## src/rtl/rv_ctrl_pkg.sv

```systemverilog
// -----------------------------------------------------------------------------
// rv_ctrl_pkg
// Shared definitions for the multicycle RV32 control path: opcode and funct
// constants, controller state encoding, immediate-format, ALU-operation and
// trap-cause encodings, and the instruction classifier. The immediate
// generator and datapath import the same package so encodings stay in sync.
// -----------------------------------------------------------------------------
package rv_ctrl_pkg;

    // Major opcodes (instruction[6:0])
    localparam logic [6:0] OPC_OP_IMM = 7'b0010011;
    localparam logic [6:0] OPC_LOAD   = 7'b0000011;
    localparam logic [6:0] OPC_STORE  = 7'b0100011;

    // funct3 (instruction[14:12]) and funct7 (instruction[31:25])
    localparam logic [2:0] F3_ADDI = 3'b000;
    localparam logic [2:0] F3_SLLI = 3'b001;
    localparam logic [2:0] F3_LW   = 3'b010;
    localparam logic [2:0] F3_SW   = 3'b010;
    localparam logic [6:0] F7_SLLI = 7'b0000000;

    // Controller state encoding
    typedef enum logic [2:0] {
        ST_FETCH     = 3'd0,
        ST_DECODE    = 3'd1,
        ST_EXECUTE   = 3'd2,
        ST_MEM       = 3'd3,
        ST_WRITEBACK = 3'd4,
        ST_TRAP      = 3'd5
    } state_e;

    // Immediate format select (1x is reserved)
    localparam logic [1:0] IMM_SEL_I = 2'b00;
    localparam logic [1:0] IMM_SEL_S = 2'b01;

    // ALU operation select
    localparam logic [1:0] ALU_OP_ADD = 2'b00;
    localparam logic [1:0] ALU_OP_SLL = 2'b01;

    // Trap cause encoding
    localparam logic [1:0] TRAP_NONE    = 2'b00;
    localparam logic [1:0] TRAP_ILLEGAL = 2'b01;
    localparam logic [1:0] TRAP_TIMEOUT = 2'b10;

    // Instruction class latched in DECODE and used by later states
    typedef enum logic [2:0] {
        CLS_ADDI    = 3'd0,
        CLS_SLLI    = 3'd1,
        CLS_LW      = 3'd2,
        CLS_SW      = 3'd3,
        CLS_ILLEGAL = 3'd4
    } inst_class_e;

    // Classify an instruction from its opcode/funct fields; anything outside
    // the supported subset is reported as illegal.
    function automatic inst_class_e decode_class(
        input logic [6:0] opcode,
        input logic [2:0] funct3,
        input logic [6:0] funct7
    );
        inst_class_e cls;
        cls = CLS_ILLEGAL;
        case (opcode)
            OPC_OP_IMM: begin
                if (funct3 == F3_ADDI) begin
                    cls = CLS_ADDI;
                end else if ((funct3 == F3_SLLI) && (funct7 == F7_SLLI)) begin
                    cls = CLS_SLLI;
                end else begin
                    cls = CLS_ILLEGAL;
                end
            end
            OPC_LOAD: begin
                if (funct3 == F3_LW) begin
                    cls = CLS_LW;
                end else begin
                    cls = CLS_ILLEGAL;
                end
            end
            OPC_STORE: begin
                if (funct3 == F3_SW) begin
                    cls = CLS_SW;
                end else begin
                    cls = CLS_ILLEGAL;
                end
            end
            default: cls = CLS_ILLEGAL;
        endcase
        return cls;
    endfunction

endpackage

```

## src/rtl/mem_timeout_counter.sv

```systemverilog
// -----------------------------------------------------------------------------
// mem_timeout_counter
// Counts cycles a memory request has been stalled and flags when the stall
// length reaches TIMEOUT.
//   clk       : clock
//   reset_n   : asynchronous active-low reset, clears the count
//   i_clear   : synchronous clear (takes priority over i_enable)
//   i_enable  : a stalled request cycle (request high, ready low)
//   o_expired : this stalled cycle is the TIMEOUT-th one
// TIMEOUT must be at least 1.
// -----------------------------------------------------------------------------
module mem_timeout_counter #(
    parameter int TIMEOUT = 16
) (
    input  logic clk,
    input  logic reset_n,
    input  logic i_clear,
    input  logic i_enable,
    output logic o_expired
);

    localparam int CW = $clog2(TIMEOUT + 1);

    logic [CW-1:0] r_count;

    // Stall-cycle counter, saturating at TIMEOUT
    always_ff @(posedge clk or negedge reset_n) begin
        if (!reset_n) begin
            r_count <= '0;
        end else if (i_clear) begin
            r_count <= '0;
        end else if (i_enable && (r_count != CW'(TIMEOUT))) begin
            r_count <= r_count + {{(CW-1){1'b0}}, 1'b1};
        end else begin
            r_count <= r_count;
        end
    end

    // Expiry is flagged during the stalled cycle that brings the count to
    // TIMEOUT, so a ready arriving in that same cycle (which drops enable)
    // always wins over the trap.
    assign o_expired = i_enable && (r_count == CW'(TIMEOUT - 1));

endmodule

```

## src/rtl/multicycle_controller.sv

```systemverilog
// -----------------------------------------------------------------------------
// multicycle_controller
// Control FSM for a multicycle RV32 subset (ADDI, SLLI, LW, SW) with
// illegal-instruction and bus-timeout traps.
//   clk, reset_n      : clock, asynchronous active-low reset
//   instruction[31:0] : IR contents, stable from DECODE onward
//   mem_ready         : memory completes the current request this cycle
//   pc_write/ir_write : PC-update / IR-load strobes (FETCH completion)
//   mem_req/mem_we    : memory request / request is a write
//   imm_sel[1:0]      : immediate format (00 I, 01 S)
//   alu_src_imm       : ALU B operand is the immediate
//   alu_op[1:0]       : 00 add, 01 shift-left-logical
//   reg_write, wb_sel : register write strobe, writeback source (1 = load)
//   trap_cause[1:0]   : 00 none, 01 illegal, 10 bus timeout
//   retired[31:0]     : completed-instruction count (wraps)
// -----------------------------------------------------------------------------
module multicycle_controller
    import rv_ctrl_pkg::*;
#(
    parameter int TIMEOUT = 16
) (
    input  logic        clk,
    input  logic        reset_n,
    input  logic [31:0] instruction,
    input  logic        mem_ready,
    output logic        pc_write,
    output logic        ir_write,
    output logic        mem_req,
    output logic        mem_we,
    output logic [1:0]  imm_sel,
    output logic        alu_src_imm,
    output logic [1:0]  alu_op,
    output logic        reg_write,
    output logic        wb_sel,
    output logic [1:0]  trap_cause,
    output logic [31:0] retired
);

    state_e      r_state;
    state_e      w_next_state;
    inst_class_e r_cls;
    inst_class_e w_dec_cls;
    inst_class_e w_cls_next;
    logic [1:0]  r_trap_cause;
    logic [1:0]  w_trap_next;
    logic [31:0] r_retired;
    logic        w_retire;

    logic        r_mem_req;
    logic        r_mem_we;
    logic        r_alu_src_imm;
    logic [1:0]  r_imm_sel;
    logic [1:0]  r_alu_op;
    logic        r_reg_write;
    logic        r_wb_sel;

    logic        w_ready;
    logic        w_cnt_clear;
    logic        w_cnt_en;
    logic        w_expired;
    logic        w_unused_bits;

    // Register fields are the datapath's business, not the controller's
    assign w_unused_bits = ^{instruction[24:15], instruction[11:7]};

    assign w_dec_cls  = decode_class(instruction[6:0], instruction[14:12], instruction[31:25]);
    assign w_cls_next = (r_state == ST_DECODE) ? w_dec_cls : r_cls;

    // A ready only counts while a request is actually on the bus; this keeps
    // the FSM parked in FETCH during the first cycle after reset release.
    assign w_ready  = r_mem_req && mem_ready;
    assign w_cnt_en = r_mem_req && !mem_ready;

    // Restart the stall count whenever a new request phase begins
    assign w_cnt_clear = (w_next_state != r_state) &&
                         ((w_next_state == ST_FETCH) || (w_next_state == ST_MEM));

    mem_timeout_counter #(
        .TIMEOUT (TIMEOUT)
    ) u_wait_cnt (
        .clk       (clk),
        .reset_n   (reset_n),
        .i_clear   (w_cnt_clear),
        .i_enable  (w_cnt_en),
        .o_expired (w_expired)
    );

    // Next-state, trap-cause and retire decision
    always_comb begin
        w_next_state = r_state;
        w_trap_next  = r_trap_cause;
        w_retire     = 1'b0;
        case (r_state)
            ST_FETCH: begin
                if (w_ready) begin
                    w_next_state = ST_DECODE;
                end else if (w_expired) begin
                    w_next_state = ST_TRAP;
                    w_trap_next  = TRAP_TIMEOUT;
                end else begin
                    w_next_state = ST_FETCH;
                end
            end
            ST_DECODE: begin
                if (w_dec_cls == CLS_ILLEGAL) begin
                    w_next_state = ST_TRAP;
                    w_trap_next  = TRAP_ILLEGAL;
                end else begin
                    w_next_state = ST_EXECUTE;
                end
            end
            ST_EXECUTE: begin
                if ((r_cls == CLS_LW) || (r_cls == CLS_SW)) begin
                    w_next_state = ST_MEM;
                end else begin
                    w_next_state = ST_WRITEBACK;
                end
            end
            ST_MEM: begin
                if (w_ready) begin
                    if (r_cls == CLS_SW) begin
                        // A store completes here; it has no writeback
                        w_next_state = ST_FETCH;
                        w_retire     = 1'b1;
                    end else begin
                        w_next_state = ST_WRITEBACK;
                    end
                end else if (w_expired) begin
                    w_next_state = ST_TRAP;
                    w_trap_next  = TRAP_TIMEOUT;
                end else begin
                    w_next_state = ST_MEM;
                end
            end
            ST_WRITEBACK: begin
                w_next_state = ST_FETCH;
                w_retire     = 1'b1;
            end
            ST_TRAP: begin
                w_next_state = ST_TRAP;
            end
            default: begin
                w_next_state = ST_FETCH;
            end
        endcase
    end

    // State, class, counters and registered Moore outputs. Outputs are
    // computed from the next state so they line up with the state register
    // and read as 0 while reset is asserted.
    always_ff @(posedge clk or negedge reset_n) begin
        if (!reset_n) begin
            r_state       <= ST_FETCH;
            r_cls         <= CLS_ILLEGAL;
            r_trap_cause  <= TRAP_NONE;
            r_retired     <= 32'd0;
            r_mem_req     <= 1'b0;
            r_mem_we      <= 1'b0;
            r_alu_src_imm <= 1'b0;
            r_imm_sel     <= IMM_SEL_I;
            r_alu_op      <= ALU_OP_ADD;
            r_reg_write   <= 1'b0;
            r_wb_sel      <= 1'b0;
        end else begin
            r_state      <= w_next_state;
            r_cls        <= w_cls_next;
            r_trap_cause <= w_trap_next;
            if (w_retire) begin
                r_retired <= r_retired + 32'd1;
            end else begin
                r_retired <= r_retired;
            end
            r_mem_req     <= (w_next_state == ST_FETCH) || (w_next_state == ST_MEM);
            r_mem_we      <= (w_next_state == ST_MEM) && (w_cls_next == CLS_SW);
            r_alu_src_imm <= (w_next_state == ST_EXECUTE);
            r_imm_sel     <= ((w_next_state == ST_EXECUTE) && (w_cls_next == CLS_SW)) ?
                             IMM_SEL_S : IMM_SEL_I;
            r_alu_op      <= ((w_next_state == ST_EXECUTE) && (w_cls_next == CLS_SLLI)) ?
                             ALU_OP_SLL : ALU_OP_ADD;
            r_reg_write   <= (w_next_state == ST_WRITEBACK);
            r_wb_sel      <= (w_next_state == ST_WRITEBACK) && (w_cls_next == CLS_LW);
        end
    end

    // IR load and PC update happen in the cycle the fetch completes
    assign pc_write    = (r_state == ST_FETCH) && w_ready;
    assign ir_write    = (r_state == ST_FETCH) && w_ready;
    assign mem_req     = r_mem_req;
    assign mem_we      = r_mem_we;
    assign imm_sel     = r_imm_sel;
    assign alu_src_imm = r_alu_src_imm;
    assign alu_op      = r_alu_op;
    assign reg_write   = r_reg_write;
    assign wb_sel      = r_wb_sel;
    assign trap_cause  = r_trap_cause;
    assign retired     = r_retired;

endmodule
```

## config.mk

```make
export PLATFORM = sky130hd
export DESIGN_NAME = multicycle_controller
export DESIGN_NICKNAME = d
export VERILOG_FILES = /design/src/rtl/rv_ctrl_pkg.sv /design/src/rtl/mem_timeout_counter.sv /design/src/rtl/multicycle_controller.sv
export SDC_FILE = /design/constraint.sdc
export NUM_CORES = 1
export LEC_CHECK = 0
export ABC_AREA = 1
export BUFFER_PORTS_ARGS = -buffer_cell sky130_fd_sc_hd__buf_2
export CAP_MARGIN = 10
export CORE_UTILIZATION = 53
export DETAILED_ROUTE_END_ITERATION = 8
export PLACE_DENSITY_LB_ADDON = 0.05
export SLEW_MARGIN = 0
export SYNTH_ARGS = -nofsm -noshare
export SYNTH_HDL_FRONTEND = slang
export SYNTH_SLANG_ARGS = --single-unit
```

## constraint.sdc

```tcl
create_clock -name clk -period 2.33 [get_ports clk]
set_input_delay 0.699 -clock clk [delete_from_list [all_inputs] [get_ports clk]]
set_output_delay 0.699 -clock clk [all_outputs]
set_load 0.1 [all_outputs]
```

==> impl.org <==
** Floorplan
- Total core area :: 5270 um2
- Vertical extent of the die :: 77.0 um
- The floorplan has 26 rows.
- Initial standard-cell utilization of the core :: 56.6%
- The die covers 5930 um2.
- For this design the top-level I/O count stands at 80.
- Chip Width :: 77.0 um

** Route
- In the routed layout, each cell is associated on average with a via count of 4.99.
- Remaining antenna violation count after routing :: 0
- Via total after detailed routing :: 2,660
- Average detailed-routed wire length per instance :: 12.2 um
- DRC violations left :: 0
- Initial DRC count :: 181
- The first TritonRoute pass finished after 4 iterations.
- Total Wirelength :: 6.49 mm

** Placement
- Routability-driven placement finished with a final weighted congestion of 0.858.
- After detailed placement, the total cell area comes to 3430 um2.
- Detail Placement HPWL :: 5.05 mm
- Buffers placed on the I/O ports in this run total 62.

** Logic synthesis
- Syn Inst Count :: 393
- Ranked by instance count, the synthesized netlist is headed by nand2_1 (101), inv_1 (57), dfrtp_1 (51).
- Largest cells by area after synthesis :: dfrtp_1 (43%), nand2_1 (13%), xor2_1 (9.1%)
- Area share of the largest cell type after synthesis :: 42.8%
- After Yosys synthesis, and, or, nand and nor cells account for 31.8% of the synthesized area.
- Number of enable flip-flop cells after synthesis :: 0
- The netlist uses 28 different library cells.
- In the synthesized netlist the dominant register cell turns out to be dfrtp_1.
- The average instance in the mapped netlist occupies 7.59 um2.
- The largest total area in the synthesized netlist belongs to dfrtp_1.
- Synthesized-area fraction occupied by ao, oa, aoi and oai cells :: 4.44%
- In this run, synthesis produced a sequential element count of 52.
- Summing the areas of all xor and xnor instances in the mapped netlist gives 9.98% of the synthesized area.
- The most common cell in the synthesized netlist is nand2_1.
- Synth async-reset ratio :: 100%
- The cell area that synthesis handed to floorplanning was 2980 um2.
- Combinational family with the most area after synthesis :: simple AND/OR/NAND/NOR gates
- Of the total synthesized cell area, the portion taken by full adders, half adders and majority gates is 1.68%.
- Portion of netlist area occupied by mux cells :: 0%
- Of the synthesized area, sequential elements account for 43.6%.
- Yosys printed 0 warnings.

** Global route
- Entering global routing, the biggest net connects 23 pins.
- Overall Global Routing Usage :: 24.0%
- Final global-route overflow total :: 0
- The initial antenna violation count was 0.
- Via count of the first global-routing pass :: 2,525
- The first global-routing pass estimated 11.3 mm of wire.

** Final layout
- Multi-input combinational cell area :: 1450 um2
- Core Util, Final :: 67.1%
- Compared with the post-synthesis result, the final layout area differs by 18.4%.
- The sequential cells in the finished layout cover a total of 1310 um2.
- Number of inserted diodes :: 0
- Counting the fill cells in the layout gives 483.
- Layout Nets :: 501
- Share of post-route cells with drive strength above 1 :: 19.7%
- With fillers left out, the area of the finished cells amounts to 3530 um2.

** Power
- Leakage :: 1.90 nW
- For this design the ratio of total power to cell area is 955 nW/um2.
- The design draws 3.38 mW.
- Peak supply drop :: 1070 uV

** Setup path
- R2r endpoint :: wb_sel
- Worst-path cell with the longest stage delay :: dfrtp_1
- The critical path is of the reg2out type.
- The number of buffers and inverters on the critical path is 2.
- Critical path launch point :: r_state[0]
- Data required, critical path :: 1.63 ns
- Of all nets on the critical path, the largest fanout is 8.
- Among cell families on the critical path, the largest total delay comes from buffers and inverters.
- Sort of element at the end of the critical path :: primary output
- At the worst endpoint, the arrival time is 1.53 ns.
- Biggest cell delay along the critical path :: 0.40 ns
- Worst reg-to-reg path cell count :: 13
- The setup check on the worst reg-to-reg path leaves a slack of 0.29 ns.
- The signal on the critical path passes through inv_1 -> nand3_2 -> nor2_4 -> buf_12.
- Type of element launching the critical path :: flip-flop
- The startpoint identified for the worst register-to-register timing path is u_wait_cnt.r_count[0].

** Timing
- Measured against its own limit, the worst slew margin works out to 60.5%.
- The worst path needs 2.23 ns of the cycle, external delays included.
- Of the available clock period, the critical path in the final layout requires 95.8%.
- Final-layout setup total negative slack :: 0 ns
- Actual transition at the worst max-transition pin :: 0.588 ns
- Post-Route Hold Slack :: 0.244 ns
- Based on the critical path, the design can be clocked at up to 0.448 GHz.
- The number of hold-slack violations in the final timing report is 0.
- The total count of max-transition violations in the final report was 0.
- Setup repair after global routing missed its margin :: false
- Setup violations remaining at the end of the flow were counted as 0.
- Clock skew on the completed layout was measured at 0.00728 ns.

** CTS
- The cell sitting at the root of the clock tree is a clkbuf_8.
- The clock reaches the later pin of the worst-skew pair after 0.31 ns.
- H-Tree Depth :: 2
- Clock-pin slew was measured on the worst setup and hold paths at 0.09 ns.
- The clock net in this run drives a total of 52 sinks.
- Count of hold-fix buffers inserted at cts :: 0
- TritonCTS clock tree :: built
- TritonCTS buffer count :: 5
- Counting along the longest clock path gives a buffer depth of 2.

** Run status
- Outcome :: finished clean

** Hold path
- The min-delay analysis places its worst path in the category in2async.

** Flow run
- Max-cap violations in this run came to 0.
-- state kept, by name, summed over array words and instances (netlist names) --
register	cells
mem_we	1
r_cls	3
alu_src_imm	1
retired	32
r_state	3
u_wait_cnt.r_count	5
trap_cause	2
imm_sel	1
reg_write	1
alu_op	1
mem_req	1
wb_sel	1
-- kinds of logic after synthesis --
logic type               after synthesis
AND/OR/NAND/NOR                      214
buffers and inverters                 63
flip-flops                            52
XOR/XNOR                              34
AO/OA/AOI/OAI                         25
adder cells (fa/ha/maj)                4
other                                  1
-- placed cells by master, fill, tap and decap left out, types with 2 or more instances in the layout --
cell type	instances
nand3_1	22
conb_1	2
buf_12	2
buf_4	5
clkbuf_8	7
buf_2	60
nand3_2	3
nand4_1	10
a21oi_1	7
nor4_1	2
nand2_2	4
nor2_4	2
nor2_2	3
xnor2_1	3
dfrtp_1	50
o21ai_0	16
nor3b_1	2
xor2_1	31
ha_1	4
inv_1	57
nor2_1	47
nand2_1	101
nor3_1	15
-- stage by stage --
stage               instances  setup WS [ns]
floorplan                 394        0.00524
global placement          525          0.199
detailed placement        525          0.163
CTS                       533         0.0339
global route              533         0.0200
finish                    533         0.0968
-- layout make-up --
type | instances | area share, %
sequential | 52 | 37.0
multi-input combinational | 279 | 41.0
tap | 70 | 2.48
clock buffer | 8 | 2.83
timing repair buffer | 67 | 10.7
inverter | 57 | 6.05
-- per-layer routing --
layer,track usage (%),vias to the layer above,wire length [um]
met1,35.5,1221,3320
li1,-,1363,-
met5,0,-,0
met2,36.7,70,2780
met3,4.05,6,328
met4,6.04,0,64
-- power by group --
| group | leakage [nW] | total (mW) | switching, mW | internal (mW) |
|---|---|---|---|---|
| clock network | 0.0515 | 0.558 | 0.286 | 0.272 |
| registers | 0.684 | 1.20 | 0.151 | 1.05 |
| logic | 1.16 | 1.62 | 1.27 | 0.344 |
| total | 1.90 | 3.38 | 1.71 | 1.67 |
-- worst max path at each step --
stage	to	slack [ns]	cells after the start
floorplan	pc_write	0.005	3
global placement	u_wait_cnt.r_count[1]	0.20	13
detailed placement	u_wait_cnt.r_count[4]	0.16	12
CTS	pc_write	0.03	4
global route	ir_write	0.02	4
finish	pc_write	0.1	4
-- repair_timing --
item	4_1_cts	5_1_grt
setup endpoints to repair	0	2
endpoints found under the hold margin	0	0
setup buffers	0	0
gates resized for setup	0	1
(Power assumes the default switching activity.)
